===== src/rtl/gate_pkg.sv =====
// gate_pkg: op encoding and width-generic bitwise evaluator for gate_pipe
package gate_pkg;
  typedef enum logic [2:0] {
    OP_NOT, OP_BUF, OP_AND, OP_OR, OP_XOR, OP_NAND, OP_NOR, OP_XNOR
  } gate_op_e;
  // Widest operand gate_eval handles; callers zero-extend and take the low WIDTH bits.
  localparam int GATE_MAX_W = 256;
  function automatic logic [GATE_MAX_W-1:0] gate_eval(
    input gate_op_e                op,
    input logic [GATE_MAX_W-1:0]   a,
    input logic [GATE_MAX_W-1:0]   b
  );
    logic [GATE_MAX_W-1:0] r;
    r = '0;
    case (op)
      OP_NOT:  r = ~a;
      OP_BUF:  r = a;
      OP_AND:  r = a & b;
      OP_OR:   r = a | b;
      OP_XOR:  r = a ^ b;
      OP_NAND: r = ~(a & b);
      OP_NOR:  r = ~(a | b);
      OP_XNOR: r = ~(a ^ b);
      default: r = '0;
    endcase
    return r;
  endfunction
endpackage


===== src/rtl/pipe_reg.sv =====
// pipe_reg: one valid/ready register slice that loads whenever it can pass data on
//   clk, rst_n            clock, async active-low reset
//   valid_i/ready_o/data_i upstream side
//   valid_o/ready_i/data_o downstream side
module pipe_reg #(
  parameter int W = 1
) (
  input  logic         clk,
  input  logic         rst_n,
  input  logic         valid_i,
  output logic         ready_o,
  input  logic [W-1:0] data_i,
  output logic         valid_o,
  input  logic         ready_i,
  output logic [W-1:0] data_o
);
  logic         r_valid;
  logic [W-1:0] r_data;
  assign ready_o = ~r_valid | ready_i;
  assign valid_o = r_valid;
  assign data_o  = r_data;
  always_ff @(posedge clk or negedge rst_n) begin
    if (!rst_n) begin
      r_valid <= 1'b0;
      r_data  <= '0;
    end else if (ready_o) begin
      r_valid <= valid_i;
      if (valid_i) r_data <= data_i;
    end
  end
endmodule


===== src/rtl/gate_pipe.sv =====
// gate_pipe: pipelined WIDTH-bit 8-function logic unit with valid/ready, zero flag and transfer counter
//   clk, rst_n                 clock, async active-low reset
//   in_valid/in_ready          input handshake; op, a, b sampled on accept
//   out_valid/out_ready        output handshake; y result, zero = (y == 0)
//   count                      wrapping count of output transfers
module gate_pipe
  import gate_pkg::*;
#(
  parameter int WIDTH  = 8,
  parameter int STAGES = 2,
  parameter int CNT_W  = 16
) (
  input  logic             clk,
  input  logic             rst_n,
  input  logic             in_valid,
  output logic             in_ready,
  input  gate_op_e         op,
  input  logic [WIDTH-1:0] a,
  input  logic [WIDTH-1:0] b,
  output logic             out_valid,
  input  logic             out_ready,
  output logic [WIDTH-1:0] y,
  output logic             zero,
  output logic [CNT_W-1:0] count
);
  gate_op_e         w_op;
  logic [WIDTH-1:0] w_a, w_b, w_y;
  logic             w_v, w_rdy;
  logic [CNT_W-1:0] r_count;
  if (WIDTH > GATE_MAX_W) begin : g_wide
    $error("gate_pipe: WIDTH exceeds GATE_MAX_W");
  end
  // Operand source for the function: a registered stage, or the inputs directly.
  if (STAGES == 2) begin : g_two
    localparam int SW = 3 + 2 * WIDTH;
    logic [SW-1:0] w_s1;
    pipe_reg #(.W(SW)) u_s1 (
      .clk(clk), .rst_n(rst_n),
      .valid_i(in_valid), .ready_o(in_ready), .data_i({op, a, b}),
      .valid_o(w_v), .ready_i(w_rdy), .data_o(w_s1)
    );
    assign w_op = gate_op_e'(w_s1[SW-1 -: 3]);
    assign w_a  = w_s1[2*WIDTH-1:WIDTH];
    assign w_b  = w_s1[WIDTH-1:0];
  end else if (STAGES == 1) begin : g_one
    assign w_v      = in_valid;
    assign in_ready = w_rdy;
    assign w_op     = op;
    assign w_a      = a;
    assign w_b      = b;
  end else begin : g_bad
    $error("gate_pipe: STAGES must be 1 or 2");
  end
  assign w_y = WIDTH'(gate_eval(w_op, GATE_MAX_W'(w_a), GATE_MAX_W'(w_b)));
  pipe_reg #(.W(WIDTH + 1)) u_out (
    .clk(clk), .rst_n(rst_n),
    .valid_i(w_v), .ready_o(w_rdy), .data_i({w_y, ~|w_y}),
    .valid_o(out_valid), .ready_i(out_ready), .data_o({y, zero})
  );
  always_ff @(posedge clk or negedge rst_n) begin
    if (!rst_n) r_count <= '0;
    else if (out_valid && out_ready) r_count <= r_count + 1'b1;
  end
  assign count = r_count;
endmodule


===== config.mk =====
export PLATFORM = sky130hd
export DESIGN_NAME = gate_pipe
export DESIGN_NICKNAME = d
export VERILOG_FILES = /design/src/rtl/gate_pkg.sv /design/src/rtl/pipe_reg.sv /design/src/rtl/gate_pipe.sv
export SDC_FILE = /design/constraint.sdc
export NUM_CORES = 1
export LEC_CHECK = 0
export ABC_AREA = 1
export BUFFER_PORTS_ARGS = -buffer_cell sky130_fd_sc_hd__buf_2
export CAP_MARGIN = 25
export CORE_ASPECT_RATIO = 2
export CORE_UTILIZATION = 60
export DETAILED_ROUTE_END_ITERATION = 10
export GPL_TIMING_DRIVEN = 1
export PLACE_DENSITY = 0.85
export RECOVER_POWER = 25
export SYNTH_ARGS = -nofsm -noshare
export SYNTH_HDL_FRONTEND = slang
export SYNTH_SLANG_ARGS = --single-unit

===== constraint.sdc =====
create_clock -name clk -period 3.65 [get_ports clk]
set_input_delay 0.1825 -clock clk [delete_from_list [all_inputs] [get_ports clk]]
set_output_delay 0.1825 -clock clk [all_outputs]
set_load 0.03 [all_outputs]

==> summary.md <==
| Metric | Value |
|---|---|
| Status | completed |
| Die height | between 90 and 100 um |
| Row count | 34 |
| Port Buffers | 49 |
| Final-report max-slew violation count | 0 |
| Layout cells sized above 1 | 0.184 |
| Via count of the routed design | 2537 |
| Worst endpoint required time | between 3000 and 4000 ps |
| Slowest CP cell | dfrtp_1 |
| Worst path top cell family by delay | flip-flops |
| WHS Path Cells | 3 |
| Routed WL | ~6.4 mm |
| Hold path start | a[0] |
| Vias in the first global route | about 2.5k |
| Placer Congestion | slightly above 1 |
| CP Launch Type | register |
| DRT iter0 DRCs | 96 |
| Final worst path period need | around 2200 ps |
| Flop pwr share | 0.421 |
| Post-synth cell types | 24 |
| #FFs+latches synth | 46 |
| Synth warn | 0 |
| Slew @ Worst Pin | 913 ps |
| Clock root cell | clkbuf_8 |
| Final Setup Violations | 0 |
| Pwr/cell area | about 550 mW/mm2 |
| Clock buffer depth | 2 |
| Seq. cell area | 0.00115 mm2 |
| Top-area cell type share of the netlist area | 0.411 |
| Dpl cell area | a little over 0.003 mm2 |
| Comb power frac | 0.394 |
| CTS Buf Count | 5 |
| Gate Count Post-Synth | about 360 |
| Post-synthesis sequential area ratio | 0.411 |
| Reg2reg start | g_two.u_s1.data_o[17]$_DFFE_PN0P_ |
| Most used cell, CP | nand3_1 |
| Switching portion of total power | 0.435 |
| Syn_area_per_cell | 7.76 um2 |
| # IOs | 50 |
| Die area | just under 0.005 mm2 |
| Synth area leader | dfrtp_1 |
| Rel. slew slack | 0.391 |
| TritonCTS clock tree | done |
| Clock power frac | 0.185 |
| DRC | 0 |
| WP buf/inv | 1 |
| FF-to-FF path depth | 8 |
| Final ANT Viol Nets | 0 |
| Core box area | about 0.0044 mm2 |
| Setup TNS Final | 0 ps |
| CP endpoint kind | register |
| Total chip power | 1760 uW |
| Area Growth Syn to Fin | 13.8% |
| CP Class | reg2reg |
| NetSw | approximately 760 uW |
| Unrepaired setup endpoints after global routing | false |
| EDFF count, synth | 0 |
| Leakage | 0.00179 uW |
| Hold violation count in the final report | 0 |
| Detailed Place HPWL | 4.74 mm |
| Crit path arrival time | 2460 ps |
| Worst vdd ir | between 0.4 and 0.5 mV |
| # fillers | between 300 and 400 |
| CTS sink count | 46 |
| Design area | 0.00319 mm2 |
| Period utilization | 0.608 |
| Vias per cell | between 5 and 6 |
| Async S/R FF share, synth | 1.00 |
| Cells along the critical path | inv_1 > nand3_1 > o22ai_1 > nor2_1 > nand3_1 > nor2_1 > nand3_1 > nand2_1 |
| Top cells by area, synth | dfrtp_1, nand2_1, ha_1 |
| Average wire per standard cell | roughly 14 um |
| WHS | 121 ps |
| Crit Reg-Reg Endpoint | u_out.data_o[0]$_DFFE_PN0P_ |
| Hold Path End | g_two.u_s1.data_o[8]$_DFFE_PN0P_ |
| Gr usage total | 0.283 |
| Multi-input gate area | 0.00138 mm2 |
| Slowest cell delay on critical path | a little under 900 ps |
| Die Width | approximately 50 um |
| Initial antenna violation count | 0 |
| H-tree levels | 2 |
| Worst-path clk slew | about 90 ps |
| Clock skew | ~8.8 ps |
| Synth Cell Area | 0.00280 mm2 |
| Most common cell in the netlist | nand2_1 |
| Total gr overflow | 0 |
| N_diodes | 0 |
| Max cap viols | 0 |
| Reg2Reg Setup Slack | 1430 ps |
| Largest net degree at the start of global routing | 47 |
| Worst min-delay path class | in2reg |
| Syn_nets | about 400 |
| First drt pass iteration count | 4 |
| List of most frequent post-synthesis cells | nand2_1, inv_1, dfrtp_1, nor2_1, nand4_1 |
| Internal power | roughly 990 uW |
| Final layout net count | 446 |
| First-pass GRT wire length | about 11 mm |
| Initial Util | 0.633 |
| Crit Path Max Fanout | 25 |
| Ys flop type | dfrtp_1 |
| Max Fclk | about 0.45 GHz |
| Clk Latency, worst-skew pair | approximately 300 ps |
[how the worst max path moves through the flow]
stage | slack (ps) | cells after the start | start | end
after CTS | 1520 | 8 | g_two.u_s1.data_o[17]$_DFFE_PN0P_ | u_out.data_o[0]$_DFFE_PN0P_
final | 1430 | 8 | g_two.u_s1.data_o[17]$_DFFE_PN0P_ | u_out.data_o[0]$_DFFE_PN0P_
after global routing | 1250 | 8 | g_two.u_s1.data_o[17]$_DFFE_PN0P_ | u_out.data_o[0]$_DFFE_PN0P_
after floorplan | 1960 | 10 | count[1]$_DFFE_PN0P_ | count[12]$_DFFE_PN0P_
after detailed placement | 1530 | 8 | g_two.u_s1.data_o[17]$_DFFE_PN0P_ | u_out.data_o[0]$_DFFE_PN0P_
after global placement | 1590 | 8 | g_two.u_s1.data_o[18]$_DFFE_PN0P_ | u_out.data_o[0]$_DFFE_PN0P_
[timing repair]
action	in CTS	in global routing
gates resized for setup	0	0
setup buffers	0	0
hold buffers	0	1
hold endpoints to repair	0	12
[layer usage]
layer / share of wire / up-vias / GRT usage
met4: 0.054 / 0 / 0.173
met5: 0 / - / 0
li1: - / 1235 / -
met1: 0.36 / 1191 / 0.295
met2: 0.55 / 81 / 0.513
met3: 0.034 / 30 / 0.0386
[registers in the layout, summed over array words and instances, names as in the netlist]
name                cells
count                  16
u_out.valid_o           1
g_two.u_s1.valid_o      1
u_out.data_o            9
g_two.u_s1.data_o      19
[worst min-delay path: stages]
cell	delay, ps
buf_2	80
nor2_1	30
a21oi_1	90
[area by class of cell]
type / count / share of cell area
Tap cell: 54 / 0.0212
Sequential cell: 46 / 0.361
Inverter: 52 / 0.0612
Clock inverter: 1 / 0.00157
Clock buffer: 7 / 0.0271
Timing Repair Buffer: 52 / 0.0946
Multi-Input combinational cell: 249 / 0.433
[metrics by stage]
step,std cells,setup WS [ps],utilization
finish,461,1430,0.720
global route,461,1250,0.720
CTS,459,1520,0.714
detailed placement,451,1530,0.693
global placement,450,1590,0.687
floorplan,361,1960,-
[kinds of logic (layout without fill, tap and decap cells)]
| logic type | Yosys count | in the layout | synth area share |
|---|---|---|---|
| buffers and inverters | 66 | 112 | 0.0961 |
| and+or+nand+nor | 180 | 180 | 0.300 |
| adders and majority gates | 17 | 17 | 0.0760 |
| DFF | 46 | 46 | 0.411 |
| xor gates and xnor gates | 15 | 15 | 0.0469 |
| AOI/OAI and AO/OA | 36 | 36 | 0.0661 |
| muxes | 1 | 1 | 0.00402 |
[placed cells by master, fill, tap and decap left out, types with 2 or more instances in the layout]
cell type  count
clkbuf_8       6
nor2_1        42
ha_1          17
nor3_1         2
nor2_2         2
buf_2         48
nand3_2        2
clkbuf_1       2
o22ai_1        4
nand2_2        5
nand3_1       21
nand2_1       78
inv_2          2
o21ai_1        2
nor2_4         5
xor2_1        10
dfrtp_1       46
xnor2_1        5
nand4_1       22
a21oi_1       19
o21ai_0       11
inv_1         50
[power groups by stage]
| stage | Combinational (uW) | Sequential [uW] | Clock, uW |
|---|---|---|---|
| 4_1_cts | 690 | 737 | 331 |
| 6_report | 693 | 740 | 326 |
| 3_3_place_gp | 666 | 743 | 0 |
| 2_1_floorplan | 370 | 858 | 0 |
| 5_1_grt | 766 | 756 | 347 |
| 3_5_place_dp | 685 | 748 | 0 |
Note: power is estimated with default switching activity, not from simulation.
